===== config.mk =====
export PLATFORM = sky130hd
export DESIGN_NAME = det_sequencer
export DESIGN_NICKNAME = d
export VERILOG_FILES = /design/src/rtl/det_sequencer_pkg.sv /design/src/rtl/det_sequencer.sv
export SDC_FILE = /design/constraint.sdc
export NUM_CORES = 1
export LEC_CHECK = 0
export BUFFER_PORTS_ARGS = -buffer_cell sky130_fd_sc_hd__buf_2
export CAP_MARGIN = 10
export CORE_AREA = 2 2 102 129
export CTS_CLUSTER_DIAMETER = 60
export CTS_CLUSTER_SIZE = 30
export DETAILED_ROUTE_END_ITERATION = 6
export DIE_AREA = 0 0 104 131
export PLACE_DENSITY = 0.82
export SYNTH_ARGS = -nofsm -noshare
export SYNTH_HDL_FRONTEND = slang
export SYNTH_SLANG_ARGS = --single-unit

===== constraint.sdc =====
create_clock -name clock -period 5.95 [get_ports clock]
set_input_delay 0.595 -clock clock [delete_from_list [all_inputs] [get_ports clock]]
set_output_delay 0.595 -clock clock [all_outputs]
set_load 0.01 [all_outputs]

===== src/rtl/det_sequencer_pkg.sv =====
// ============================================================================
// det_sequencer_pkg : shared sizes and FSM encoding for det_sequencer
// Revision 1.0 : initial release
// ============================================================================
`default_nettype none

package det_sequencer_pkg;

  localparam int WIDTH       = 16;
  localparam int N_ELEM      = 9;
  localparam int HOLD_CYCLES = 3;

  localparam int CNT_W  = $clog2(N_ELEM);
  localparam int HOLD_W = $clog2(HOLD_CYCLES);

  typedef enum logic [1:0] {
    FILL = 2'd0,
    RUN  = 2'd1,
    CAP  = 2'd2,
    OUT  = 2'd3
  } state_t;

endpackage

`default_nettype wire


===== src/rtl/det_sequencer.sv =====
// ============================================================================
// det_sequencer : serial-to-parallel matrix feeder and result collector
//                 for the determinant stage
// Revision 1.0 : initial release
// ============================================================================
`default_nettype none

module det_sequencer
  import det_sequencer_pkg::*;
(
  input  logic             clock,
  input  logic             reset,
  input  logic [WIDTH-1:0] in_data,
  input  logic             in_valid,
  output logic             in_ready,
  output logic [WIDTH-1:0] out1,
  output logic [WIDTH-1:0] out2,
  output logic [WIDTH-1:0] out3,
  output logic [WIDTH-1:0] out4,
  output logic [WIDTH-1:0] out5,
  output logic [WIDTH-1:0] out6,
  output logic [WIDTH-1:0] out7,
  output logic [WIDTH-1:0] out8,
  output logic [WIDTH-1:0] out9,
  output logic             ewr,
  input  logic [WIDTH-1:0] det_in,
  output logic [WIDTH-1:0] res_data,
  output logic             res_valid,
  input  logic             res_ready
);

  state_t              state;
  state_t              state_next;
  logic [CNT_W-1:0]    elem_cnt;
  logic [HOLD_W-1:0]   hold_cnt;
  logic [WIDTH-1:0]    elem [N_ELEM];
  logic                accept;
  logic                last_elem;
  logic                hold_done;

  assign accept    = in_valid && (state == FILL);
  assign last_elem = (elem_cnt == CNT_W'(N_ELEM - 1));
  assign hold_done = (hold_cnt == HOLD_W'(HOLD_CYCLES - 1));

  always_ff @(posedge clock) begin
    if (reset) begin
      state <= FILL;
    end else begin
      state <= state_next;
    end
  end

  // in_ready and ewr decode the state register only, so no input reaches them
  always_comb begin
    state_next = state;
    in_ready   = 1'b0;
    ewr        = 1'b0;
    case (state)
      FILL: begin
        in_ready = 1'b1;
        if (accept && last_elem) begin
          state_next = RUN;
        end
      end
      RUN: begin
        ewr = 1'b1;
        if (hold_done) begin
          state_next = CAP;
        end
      end
      CAP: begin
        state_next = OUT;
      end
      OUT: begin
        if (res_ready) begin
          state_next = FILL;
        end
      end
      default: begin
        state_next = FILL;
      end
    endcase
  end

  always_ff @(posedge clock) begin
    if (reset) begin
      elem_cnt  <= '0;
      hold_cnt  <= '0;
      res_data  <= '0;
      res_valid <= 1'b0;
      for (int i = 0; i < N_ELEM; i++) begin
        elem[i] <= '0;
      end
    end else begin
      if (accept) begin
        elem[elem_cnt] <= in_data;
        if (last_elem) begin
          elem_cnt <= '0;
          hold_cnt <= '0;
        end else begin
          elem_cnt <= elem_cnt + CNT_W'(1);
        end
      end
      if (state == RUN) begin
        hold_cnt <= hold_cnt + HOLD_W'(1);
      end
      // The determinant keeps its sum once ewr drops, so det_in is settled here
      if (state == CAP) begin
        res_data  <= det_in;
        res_valid <= 1'b1;
      end
      if ((state == OUT) && res_ready) begin
        res_valid <= 1'b0;
      end
    end
  end

  assign out1 = elem[0];
  assign out2 = elem[1];
  assign out3 = elem[2];
  assign out4 = elem[3];
  assign out5 = elem[4];
  assign out6 = elem[5];
  assign out7 = elem[6];
  assign out8 = elem[7];
  assign out9 = elem[8];

endmodule

`default_nettype wire


==> out/qor.log, run 1 <==
[run_status] status complete, no violations
[worst_setup_path] WP buf/inv 1
[finish] diodes inserted 0
[flow_run] Maximum Capacitance Violations 0
[sta] setup_tns 0 ns
[floorplan] Die Footprint 0.01362 mm^2
[detailed_routing] number of vias per cell after detailed routing 5.061
[synth] gate count of the mapped netlist 436
[sta] final number of max-transition violations 0
[clock_network] clock-pin slew of the registers on the worst-case setup and hold paths 0.07 ns
[finish] fraction of layout instances using a drive strength above 1 0.3941
[placed_design] routability cong. 0.8231
[finish] post-route design area 0.008371 mm^2
[clock_network] cell at the root of the clock tree clkbuf_16
[finish] layout net count 680
[finish] Non-Filler Instances 815
[global_routing] leftover overflow at the end of global routing 0
[sta] unrepaired setup endpoints after global routing no
[finish] Filler Cell Count 847
[finish] commonest cells after routing, fill and taps aside buf_2, and2_1, edfxtp_1
[detailed_routing] number of violations reported at the end of detailed-routing iteration 0 250
[sta] maximum frequency from static timing analysis 0.3803 GHz
[detailed_routing] remaining design rule violation count 0
[global_routing] GRT Resource Usage Total 0.2204
[detailed_routing] DRT Pass-1 Iters 5
[detailed_routing] Post-Route WL 14730 um
[synth] library cell with the largest summed area after synthesis edfxtp_1
[pwr] leakage dissipation 3.597 nW
[placed_design] port bufs 198
[synth] cell types with the largest area share after synthesis edfxtp_1, and2_1, dfxtp_1, mux2i_1, ha_1
[finish] most common library cell in the layout ignoring fill and taps buf_2
[placed_design] sum of net half-perimeters after detailed placement 10560 um
[sta] transition time at the pin with the least slew margin 0.9437 ns
[floorplan] boundary pin count 199
[sta] worst clock skew 0.01040 ns
[synth] count of distinct cell types in the synthesized netlist 34
[worst_setup_path] Max stage delay cell, worst path nor3_2
[sta] final hold violation count 0
[worst_setup_path] element type at the critical path start flip-flop
[placed_design] number of cells in the design after placement 783
[worst_setup_path] Worst Setup Path Type flip-flop to flip-flop
[pwr] power per cell area 304.8 mW/mm^2
[synth] sequential element share of the synthesized area 0.7178
[synth] number of synthesized register bits 169
[clock_network] clock latency on the worst-skew pair 0.42 ns
[finish] area growth from synthesis to layout 24.53%
[worst_setup_path] crit path max fanout 17
[clock_network] clock buffer count from CTS 17
[synth] total nets after synthesis 482
[synth] per-instance average area after synthesis 15.42 um^2
[min_path] hold crit path type input port to flip-flop
[floorplan] # rows 46
[clock_network] total of hold buffers inserted after clock tree synthesis 0
[floorplan] Die W 104 um
[worst_setup_path] required time of the critical path 6.03 ns
[clock_network] post-CTS setup buffers 0
[clock_network] post-cts resize count 0
[global_routing] pin count of the biggest net entering global routing 39
[clock_network] clock sink total 169
[worst_setup_path] delay of the slowest critical-path stage 0.62 ns
[detailed_routing] Detail Route Antenna Nets 0
[worst_setup_path] crit end category flip-flop
[floorplan] standard cell core area 0.01243 mm^2
[synth] area share of the largest cell type after synthesis 0.6433
[clock_network] clock tree from TritonCTS done
[floorplan] initial core utilization 0.5407
[clock_network] Max clock buf depth 2
[worst_setup_path] endpoint arrival time on the critical path 2.71 ns
[sta] relative slew slack 0.3709
[placed_design] placed instance area 0.007794 mm^2
[detailed_routing] total vias in the final route 4125
[sta] Final Critical Period 2.630 ns
[clock_network] H-Tree Level Count 4
[global_routing] vias in the first global route 3960
[synth] number of synthesis warnings 0
[worst_setup_path] dominant delay contributor by cell family on the critical path simple AND/OR/NAND/NOR gates
[detailed_routing] detail-routed net length per standard cell 18.08 um
[pwr] maximum ir drop on the vdd rail 0.0001874 V
[floorplan] die outline height 131 um
[sta] total setup violations reported at the end of the flow 0
[global_routing] antenna violations before repair 0
[sta] worst slack on hold paths 0.3641 ns
[synth] total standard cell area after synthesis 0.006721 mm^2
[worst_setup_path] chain of cells forming the critical path inv_1 -> ha_1 -> nand4b_4 -> nor3_2 -> or2_2
[sta] period utilization 0.4420
[global_routing] global-route wire length before repair 21860 um
[path summary, 6_finish.rpt]
check	from	end	depth (start not counted)	slack (ns)
worst max-delay path	state[0]$_SDFFE_PP0P_	elem[1][3]$_SDFFCE_PN0P_	5	3.32
worst min register to register	res_data[11]$_SDFFE_PP0P_	res_data[11]$_SDFFE_PP0P_	2	0.49
worst max register to register	state[0]$_SDFFE_PP0P_	elem[1][3]$_SDFFCE_PN0P_	5	3.32
worst min-delay path	res_ready	res_valid$_SDFFE_PP0P_	2	0.36
[where the power goes]
group	internal, mW	total, mW	switching [mW]
Combinational	0.0519	0.154	0.103
Clock	0.560	1.05	0.491
Sequential	1.33	1.35	0.0171
[metrics by stage]
step	setup slack [ns]	power [mW]	util
5_1_grt	3.118	2.619	0.6733
4_1_cts	3.303	2.560	0.6733
3_3_place_gp	3.367	1.523	0.6269
3_5_place_dp	3.286	1.527	0.6269
6_report	3.320	2.552	0.6733
2_1_floorplan	3.623	1.442	-
[routing by layer]
layer / routed length (um) / global-route usage / vias to the layer above
met1: 5461 / 0.2476 / 1977
met3: 1039 / 0.06052 / 43
met2: 7709 / 0.3905 / 200
met4: 521 / 0.1121 / 0
met5: 0 / 0 / -
li1: - / - / 1905
[logic make-up after synthesis]
logic type | synth area share
mux | 0.02532
buf+inv | 0.02252
fa+ha+maj | 0.01862
simple gates | 0.2020
compound gates | 0.01117
xor+xnor | 0.002607
flops | 0.7178
[registers in the layout, indices dropped and copies added (netlist names)]
| register | flops |
|---|---|
| hold_cnt | 2 |
| res_data | 16 |
| elem_cnt | 4 |
| state | 2 |
| res_valid | 1 |
| elem | 144 |
[synth_stat cells (all sizes together)]
library cell / number
a211o: 1
buf: 17
a21oi: 4
ha: 10
nor4: 1
nand2b: 5
and2: 144
nand3: 4
nand4b: 4
a211oi: 2
or3: 1
edfxtp: 144
dfxtp: 25
nor2: 22
nand2: 3
o21bai: 1
mux2i: 17
or2: 9
xor2: 1
o21ai: 3
nor3: 5
nor2b: 4
a2111oi: 1
xnor2: 1
clkbuf: 2
inv: 5
[area by class of cell]
type	count	area, um^2	share of cell area
clock inverter	15	151.4	0.01809
timing repair buffer	198	991.0	0.1184
sequential	169	4825	0.5764
tap	168	210.2	0.02511
clock buffer	17	425.4	0.05082
multi-input combinational	243	1749	0.2090
inverter	5	18.77	0.002242
[worst register-to-register path, stage by stage, from the launching register on]
cell	delay [ns]
dfxtp_1	0.33
inv_1	0.12
ha_1	0.55
nand4b_4	0.20
nor3_2	0.62
or2_2	0.47
Note: power is estimated with default switching activity, not from simulation.
==> inputs of run 2 (changes only) <==
--- a/config.mk
+++ b/config.mk
@@ -5,14 +5,15 @@
 export SDC_FILE = /design/constraint.sdc
 export NUM_CORES = 1
 export LEC_CHECK = 0
+export ABC_AREA = 1
 export BUFFER_PORTS_ARGS = -buffer_cell sky130_fd_sc_hd__buf_2
 export CAP_MARGIN = 10
-export CORE_AREA = 2 2 102 129
+export CORE_AREA = 2 2 103 130
 export CTS_CLUSTER_DIAMETER = 60
 export CTS_CLUSTER_SIZE = 30
 export DETAILED_ROUTE_END_ITERATION = 6
-export DIE_AREA = 0 0 104 131
-export PLACE_DENSITY = 0.82
+export DIE_AREA = 0 0 105 132
+export PLACE_DENSITY = 0.78
 export SYNTH_ARGS = -nofsm -noshare
 export SYNTH_HDL_FRONTEND = slang
 export SYNTH_SLANG_ARGS = --single-unit
==> constraint.sdc (replaced) <==
create_clock -name clock -period 2.75 [get_ports clock]
set_input_delay 0.275 -clock clock [delete_from_list [all_inputs] [get_ports clock]]
set_output_delay 0.275 -clock clock [all_outputs]
set_load 0.01 [all_outputs]
==> out/qor.log, run 2 <==
[worst_setup_path] delay of the slowest critical-path stage 0.57 ns [-0.05 ns]
[clock_network] cell at the root of the clock tree clkbuf_16
[finish] Filler Cell Count 907 [+7.1%]
[finish] max FFs per register 144 [unchanged]
[worst_setup_path] endpoint arrival time on the critical path 2.35 ns [-0.36 ns]
[synth] library cell with the largest summed area after synthesis edfxtp_1
[placed_design] port bufs 198 [unchanged]
[synth] dominant combinational cell family by area after synthesis simple AND/OR/NAND/NOR gates
[clock_network] clock buffer count from CTS 17 [unchanged]
[worst_setup_path] crit end category flip-flop
[sta] relative slew slack 0.5156 [+0.1448]
[synth] compound-gate portion of the synthesized area 0.02396 [+0.01279]
[synth] async set-reset flop share out of synthesis 0 [unchanged]
[global_routing] global-route wire length before repair 23790 um [+8.8%]
[global_routing] pin count of the biggest net entering global routing 21 [-46%]
[synth] cell types with the largest area share after synthesis edfxtp_1, nor2_1, dfxtp_1, nand3_4, ha_1
[synth] count of distinct cell types in the synthesized netlist 22 [-35%]
[floorplan] Die W 105 um [+0.96%]
[synth] simple-gate share of the synthesized area 0.1552 [-0.04676]
[sta] setup_tns 0 ns [unchanged]
[global_routing] GRT Resource Usage Total 0.2303 [+0.009862]
[floorplan] # rows 46 [unchanged]
[clock_network] clock-pin slew of the registers on the worst-case setup and hold paths 0.06 ns [about the same]
[synth] most frequent cells after synthesis nor2_1, edfxtp_1, dfxtp_1, nand2_1, o21ai_0
[detailed_routing] Post-Route WL 15950 um [+8.3%]
[sta] transition time at the pin with the least slew margin 0.7248 ns [-0.2189 ns]
[floorplan] boundary pin count 199 [unchanged]
[finish] largest reg by FF count elem
[synth] parity-gate share of the synthesized area counting xor and xnor cells 0 [-0.002606]
[sta] final number of max-transition violations 0 [unchanged]
[detailed_routing] total vias in the final route 4477 [+8.5%]
[floorplan] standard cell core area 0.01255 mm^2 [+0.93%]
[global_routing] leftover overflow at the end of global routing 0 [unchanged]
[synth] Adder-Cell Fraction of Synth Area 0.01980 [+0.001183]
[synth] Post-synth EDFFs 144 [unchanged]
[worst_setup_path] element type at the critical path start flip-flop
[worst_setup_path] dominant delay contributor by cell family on the critical path simple AND/OR/NAND/NOR gates
[run_status] status complete, no violations
[min_path] Min-Delay Startpoint res_ready
[global_routing] vias in the first global route 4337 [+9.5%]
[finish] most common library cell in the layout ignoring fill and taps buf_2
[finish] area growth from synthesis to layout 27.16%
[synth] multiplexer share of the synthesized area 0 [-0.02532]
[detailed_routing] number of violations reported at the end of detailed-routing iteration 0 412 [+65%]
[sta] worst clock skew 0.01225 ns [+0.001855 ns]
[clock_network] Max clock buf depth 2 [unchanged]
[synth] per-instance average area after synthesis 13.28 um^2 [-14%]
[worst_setup_path] required time of the critical path 2.80 ns [-3.23 ns]
[finish] utilization after layout 0.6405 [-0.03280]
[sta] final hold violation count 0 [unchanged]
[sta] worst slack on hold paths 0.04446 ns [-0.3197 ns]
[worst_setup_path] Critical R2R Launch state[0]$_SDFFE_PP0P_
[synth] gate count of the mapped netlist 476 [+9.2%]
[floorplan] Die Footprint 0.01386 mm^2 [+1.7%]
[synth] number of synthesized register bits 169 [unchanged]
[finish] Regs by FF count elem x144, res_data x16, elem_cnt x4
[sta] period utilization 0.8377 [+0.3957]
[sta] unrepaired setup endpoints after global routing no
[detailed_routing] remaining design rule violation count 0 [unchanged]
[pwr] leakage dissipation 3.594 nW [about the same]
[detailed_routing] DRT Pass-1 Iters 6 [+1]
[synth] total standard cell area after synthesis 0.006320 mm^2 [-6.0%]
[floorplan] die outline height 132 um [+0.76%]
[global_routing] antenna violations before repair 0 [unchanged]
[sta] maximum frequency from static timing analysis 0.4341 GHz [+14%]
[finish] fraction of layout instances using a drive strength above 1 0.3554 [-0.03873]
[finish] total area of multi-input combinational cells 0.001257 mm^2 [-28%]
[clock_network] clock sink total 169 [unchanged]
[sta] total setup violations reported at the end of the flow 0 [unchanged]
[worst_setup_path] Worst Setup Path Type flip-flop to flip-flop
[worst_setup_path] crit path max fanout 17 [unchanged]
[finish] diodes inserted 0 [unchanged]
[clock_network] H-Tree Level Count 4 [unchanged]
[floorplan] initial core utilization 0.5037 [-0.03697]
[synth] area share of the largest cell type after synthesis 0.6842 [+0.04089]
[detailed_routing] number of vias per cell after detailed routing 5.188 [+2.5%]
[synth] sequential element share of the synthesized area 0.7634 [+0.04562]
[finish] commonest cells after routing, fill and taps aside buf_2, nor2_1, edfxtp_1
[clock_network] total of hold buffers inserted after clock tree synthesis 0 [unchanged]
[finish] layout net count 728 [+7.1%]
[worst_setup_path] Critical Path Source state[0]$_SDFFE_PP0P_
[pwr] power per cell area 806.0 mW/mm^2 [+160%]
[pwr] maximum ir drop on the vdd rail 0.0004516 V [+140%]
[clock_network] clock latency on the worst-skew pair 0.42 ns [about the same]
[min_path] hold crit path type input port to flip-flop
[placed_design] sum of net half-perimeters after detailed placement 11090 um [+5.0%]
[synth] Primary FF master, synth edfxtp_1
[synth] number of synthesis warnings 0 [unchanged]
[worst_setup_path] WP buf/inv 1 [unchanged]
[clock_network] post-cts resize count 0 [unchanged]
[clock_network] post-CTS setup buffers 0 [unchanged]
[clock_network] clock tree from TritonCTS done
[worst_setup_path] Max stage delay cell, worst path nand2_1
[synth] most frequently used cell type in the post-synthesis netlist nor2_1
[detailed_routing] Detail Route Antenna Nets 0 [unchanged]
[synth] total nets after synthesis 522 [+8.3%]
[worst_setup_path] chain of cells forming the critical path inv_1 -> ha_1 -> nand2_2 -> nor2_8 -> nand3_4 -> nand2_1
[detailed_routing] detail-routed net length per standard cell 18.48 um [+2.3%]
[finish] area taken by flip-flops and latches 0.004825 mm^2 [unchanged]
[flow_run] Maximum Capacitance Violations 0 [unchanged]
[placed_design] routability cong. 0.8242 [+0.13%]
[sta] Final Critical Period 2.304 ns [-0.3262 ns]
## run 2: cell types whose count changed in the layout (fill, tap and decap cells not counted), sizes merged, moves of 5 or more
cell    previous run  this run
or2                9         1
nor3               5         0
and2             144         0
nand3              4        12
mux2i             17         0
nand2b             5         0
inv               14        23
o21ai              3        20
clkinv             5        18
nand2              3        23
nor2              22       184
a21oi              4         9
## run 2: worst paths after layout
path / end / slack (ns) / depth (start not counted)
hold / removal: res_valid$_SDFFE_PP0P_ / 0.04 / 2
setup reg to reg: elem[0][0]$_SDFFCE_PN0P_ / 0.45 / 6
setup / recovery: elem[0][0]$_SDFFCE_PN0P_ / 0.45 / 6
hold reg to reg: hold_cnt[1]$_SDFFE_PP0P_ / 0.49 / 2
## run 2: layout make-up
type / instances / share of cell area
timing repair buffer: 202 / 0.1270
clock inverter: 14 / 0.02211
tap: 168 / 0.02616
multi-input combinational: 261 / 0.1565
inverter: 31 / 0.01448
sequential: 169 / 0.6003
clock buffer: 18 / 0.05340
## run 2: metal layers
layer,wire length [um],share of wire,global-route usage
met5,0,0,0
met4,423,0.027,0.1059
met3,1493,0.094,0.05586
met2,8097,0.51,0.3968
met1,5937,0.37,0.2720
## run 2: cell families (layout without fill, tap and decap cells)
kind of cell,Yosys count,in the layout
fa+ha+maj,10,10
simple gates,221,221
flops,169,169
compound gates,30,30
buf+inv,46,265
## run 2: metrics by stage
| step | area [um^2] | power (mW) | setup slack, ns | instances |
|---|---|---|---|---|
| floorplan | 6320 | 3.726 | 0.6443 | 476 |
| global placement | 7430 | 4.066 | 0.5797 | 831 |
| detailed placement | 7430 | 4.107 | 0.4646 | 831 |
| CTS | 8036 | 6.482 | 0.4481 | 863 |
| global route | 8036 | 6.680 | 0.2461 | 863 |
| finish | 8036 | 6.477 | 0.4464 | 863 |
## run 2: power by group
part           switching, mW  internal (mW)
Clock                   1.04           1.38
Combinational          0.625          0.299
Sequential             0.105           3.03
Total                   1.77           4.71
==> inputs of run 3 (changes only) <==
==> constraint.sdc (replaced) <==
create_clock -name clock -period 2.3 [get_ports clock]
set_input_delay 0.23 -clock clock [delete_from_list [all_inputs] [get_ports clock]]
set_output_delay 0.23 -clock clock [all_outputs]
set_load 0.01 [all_outputs]
==> out/qor.log, run 3 (same netlist as run 2, synthesis figures left out) <==
[run_status] status complete, no violations
[floorplan] standard cell core area 0.01255 mm^2 [unchanged]
[pwr] total net switching power 2.105 mW [+19%]
[clock_network] H-Tree Level Count 4 [unchanged]
[finish] layout net count 741 [+1.8%]
[detailed_routing] Post-Route WL 15660 um [-1.8%]
[clock_network] clock-pin slew of the registers on the worst-case setup and hold paths 0.06 ns [about the same]
[detailed_routing] number of vias per cell after detailed routing 5.123 [-1.2%]
[clock_network] clock tree from TritonCTS done
[worst_setup_path] crit path max fanout 17 [unchanged]
[detailed_routing] Detail Route Antenna Nets 0 [unchanged]
[placed_design] routability cong. 0.8791 [+6.7%]
[detailed_routing] DRT Pass-1 Iters 5 [-1]
[global_routing] antenna violations before repair 0 [unchanged]
[floorplan] Die W 105 um [unchanged]
[detailed_routing] detail-routed net length per standard cell 17.87 um [-3.3%]
[sta] transition time at the pin with the least slew margin 0.8205 ns [+0.09568 ns]
[worst_setup_path] Critical R2R Launch state[0]$_SDFFE_PP0P_
[pwr] switching part of the total 0.2760 [+0.002573]
[min_path] Min-Delay Startpoint det_in[2]
[finish] area growth from synthesis to layout 28.25%
[clock_network] cell at the root of the clock tree clkbuf_16
[worst_setup_path] chain of cells forming the critical path inv_1 -> ha_1 -> nand2_2 -> nor2_8 -> nand3_4 -> nand2_1 -> buf_4
[floorplan] # rows 46 [unchanged]
[floorplan] boundary pin count 199 [unchanged]
[worst_setup_path] Worst Setup Path Type flip-flop to flip-flop
[global_routing] global-route wire length before repair 23560 um [-0.99%]
[detailed_routing] number of violations reported at the end of detailed-routing iteration 0 320 [-22%]
[worst_setup_path] endpoint arrival time on the critical path 2.12 ns [-0.23 ns]
[sta] unrepaired setup endpoints after global routing no
[clock_network] clock latency on the worst-skew pair 0.42 ns [about the same]
[finish] Filler Cell Count 884 [-2.5%]
[floorplan] initial core utilization 0.5037 [unchanged]
[finish] fraction of layout instances using a drive strength above 1 0.3644 [+0.009011]
[sta] worst slack on hold paths 0.03861 ns [-0.005845 ns]
[detailed_routing] remaining design rule violation count 0 [unchanged]
[finish] total area of multi-input combinational cells 0.001257 mm^2 [unchanged]
[sta] relative slew slack 0.4524 [-0.06322]
[worst_setup_path] dominant delay contributor by cell family on the critical path simple AND/OR/NAND/NOR gates
[finish] largest reg by FF count elem
[floorplan] die outline height 132 um [unchanged]
[finish] area taken by flip-flops and latches 0.004825 mm^2 [unchanged]
[pwr] share of power burned in the clock network 0.360 [-0.014]
[flow_run] Maximum Capacitance Violations 0 [unchanged]
[finish] most common library cell in the layout ignoring fill and taps buf_2
[pwr] Logic pwr share 0.149 [+0.006]
[min_path] hold crit path type input port to flip-flop
[sta] Final Critical Period 2.010 ns [-0.2934 ns]
[clock_network] clock buffer count from CTS 17 [unchanged]
[worst_setup_path] delay of the slowest critical-path stage 0.34 ns [-0.23 ns]
[worst_setup_path] Critical Path Source state[0]$_SDFFE_PP0P_
[sta] worst clock skew 0.01301 ns [+0.0007536 ns]
[worst_setup_path] required time of the critical path 2.41 ns [-0.39 ns]
[pwr] power per cell area 940.7 mW/mm^2 [+17%]
[sta] maximum frequency from static timing analysis 0.4975 GHz [+15%]
[global_routing] pin count of the biggest net entering global routing 31 [+48%]
[floorplan] Die Footprint 0.01386 mm^2 [unchanged]
[pwr] internal power 5.520 mW [+17%]
[finish] max FFs per register 144 [unchanged]
[pwr] maximum ir drop on the vdd rail 0.0005927 V [+31%]
[worst_setup_path] element type at the critical path start flip-flop
[finish] commonest cells after routing, fill and taps aside buf_2, nor2_1, edfxtp_1
[worst_setup_path] WP buf/inv 2 [+1]
[worst_setup_path] Max stage delay cell, worst path dfxtp_1
[finish] diodes inserted 0 [unchanged]
[placed_design] sum of net half-perimeters after detailed placement 10850 um [-2.1%]
[global_routing] GRT Resource Usage Total 0.2275 [-0.002813]
[global_routing] vias in the first global route 4389 [+1.2%]
[placed_design] port bufs 198 [unchanged]
[sta] total setup violations reported at the end of the flow 0 [unchanged]
[finish] Regs by FF count elem x144, res_data x16, elem_cnt x4
[sta] setup_tns 0 ns [unchanged]
[sta] period utilization 0.8740 [+0.03633]
[clock_network] Max clock buf depth 2 [unchanged]
[sta] final hold violation count 0 [unchanged]
[pwr] leakage dissipation 3.637 nW [+1.2%]
[sta] final number of max-transition violations 0 [unchanged]
[pwr] sequential share of power 0.491 [+0.007]
[clock_network] post-CTS setup buffers 0 [unchanged]
[global_routing] leftover overflow at the end of global routing 0 [unchanged]
[worst_setup_path] crit end category flip-flop
[clock_network] clock sink total 169 [unchanged]
[detailed_routing] total vias in the final route 4488 [+0.25%]
==> run 3: area by class of cell <==
class                      instances  share of cell area
inverter                          31             0.01436
clock buffer                      19             0.05341
multi-input combinational        261              0.1551
sequential                       169              0.5952
tap                              168             0.02593
clock inverter                    13             0.01760
timing repair buffer             215              0.1383
==> run 3: repair_timing <==
action | CTS | global route
setup endpoints to repair | 0 | 0
gates resized for setup | 0 | 0
hold buffers | 1 | 0
hold endpoints to repair | 1 | 0
==> run 3: tightest hold or removal path: cells and delay by family <==
family | cells | cell delay [ns]
simple gates | 2 | 0.12
buf+inv | 1 | 0.07
==> run 3: worst paths after layout <==
| check | to | slack, ns | cells after the start |
|---|---|---|---|
| worst max-delay path | elem[6][2]$_SDFFCE_PN0P_ | 0.29 | 7 |
| worst min-delay path | res_data[2]$_SDFFE_PP0P_ | 0.04 | 3 |
| worst max register to register | elem[6][2]$_SDFFCE_PN0P_ | 0.29 | 7 |
| worst min register to register | hold_cnt[1]$_SDFFE_PP0P_ | 0.48 | 2 |
==> run 3: metal layers <==
| metal | routed length, um | GRT usage | vias up |
|---|---|---|---|
| li1 | - | - | 2034 |
| met1 | 5370 | 0.2463 | 2119 |
| met2 | 8218 | 0.4048 | 289 |
| met3 | 1373 | 0.05487 | 46 |
| met4 | 692 | 0.1281 | 0 |
| met5 | 0 | 0 | - |
==> run 3: power groups by stage <==
stage	combinational, mW	clock (mW)	sequential [mW]
floorplan	0.539	0	3.92
CTS	1.14	2.76	3.75
finish	1.13	2.75	3.75
detailed placement	1.13	0	3.80
global route	1.24	2.86	3.77
global placement	1.08	0	3.79
==> run 3: per-stage QoR <==
step / std cells / total power, mW / worst slack [ns] / area [um^2] / utilization
after detailed placement: 843 / 4.932 / 0.3118 / 7520 / 0.5993
after CTS: 876 / 7.644 / 0.2900 / 8105 / 0.6460
after global routing: 876 / 7.878 / 0.1423 / 8105 / 0.6460
final: 876 / 7.625 / 0.2898 / 8105 / 0.6460
after global placement: 843 / 4.875 / 0.3869 / 7520 / 0.5993
after floorplan: 476 / 4.455 / 0.1943 / 6320 / -
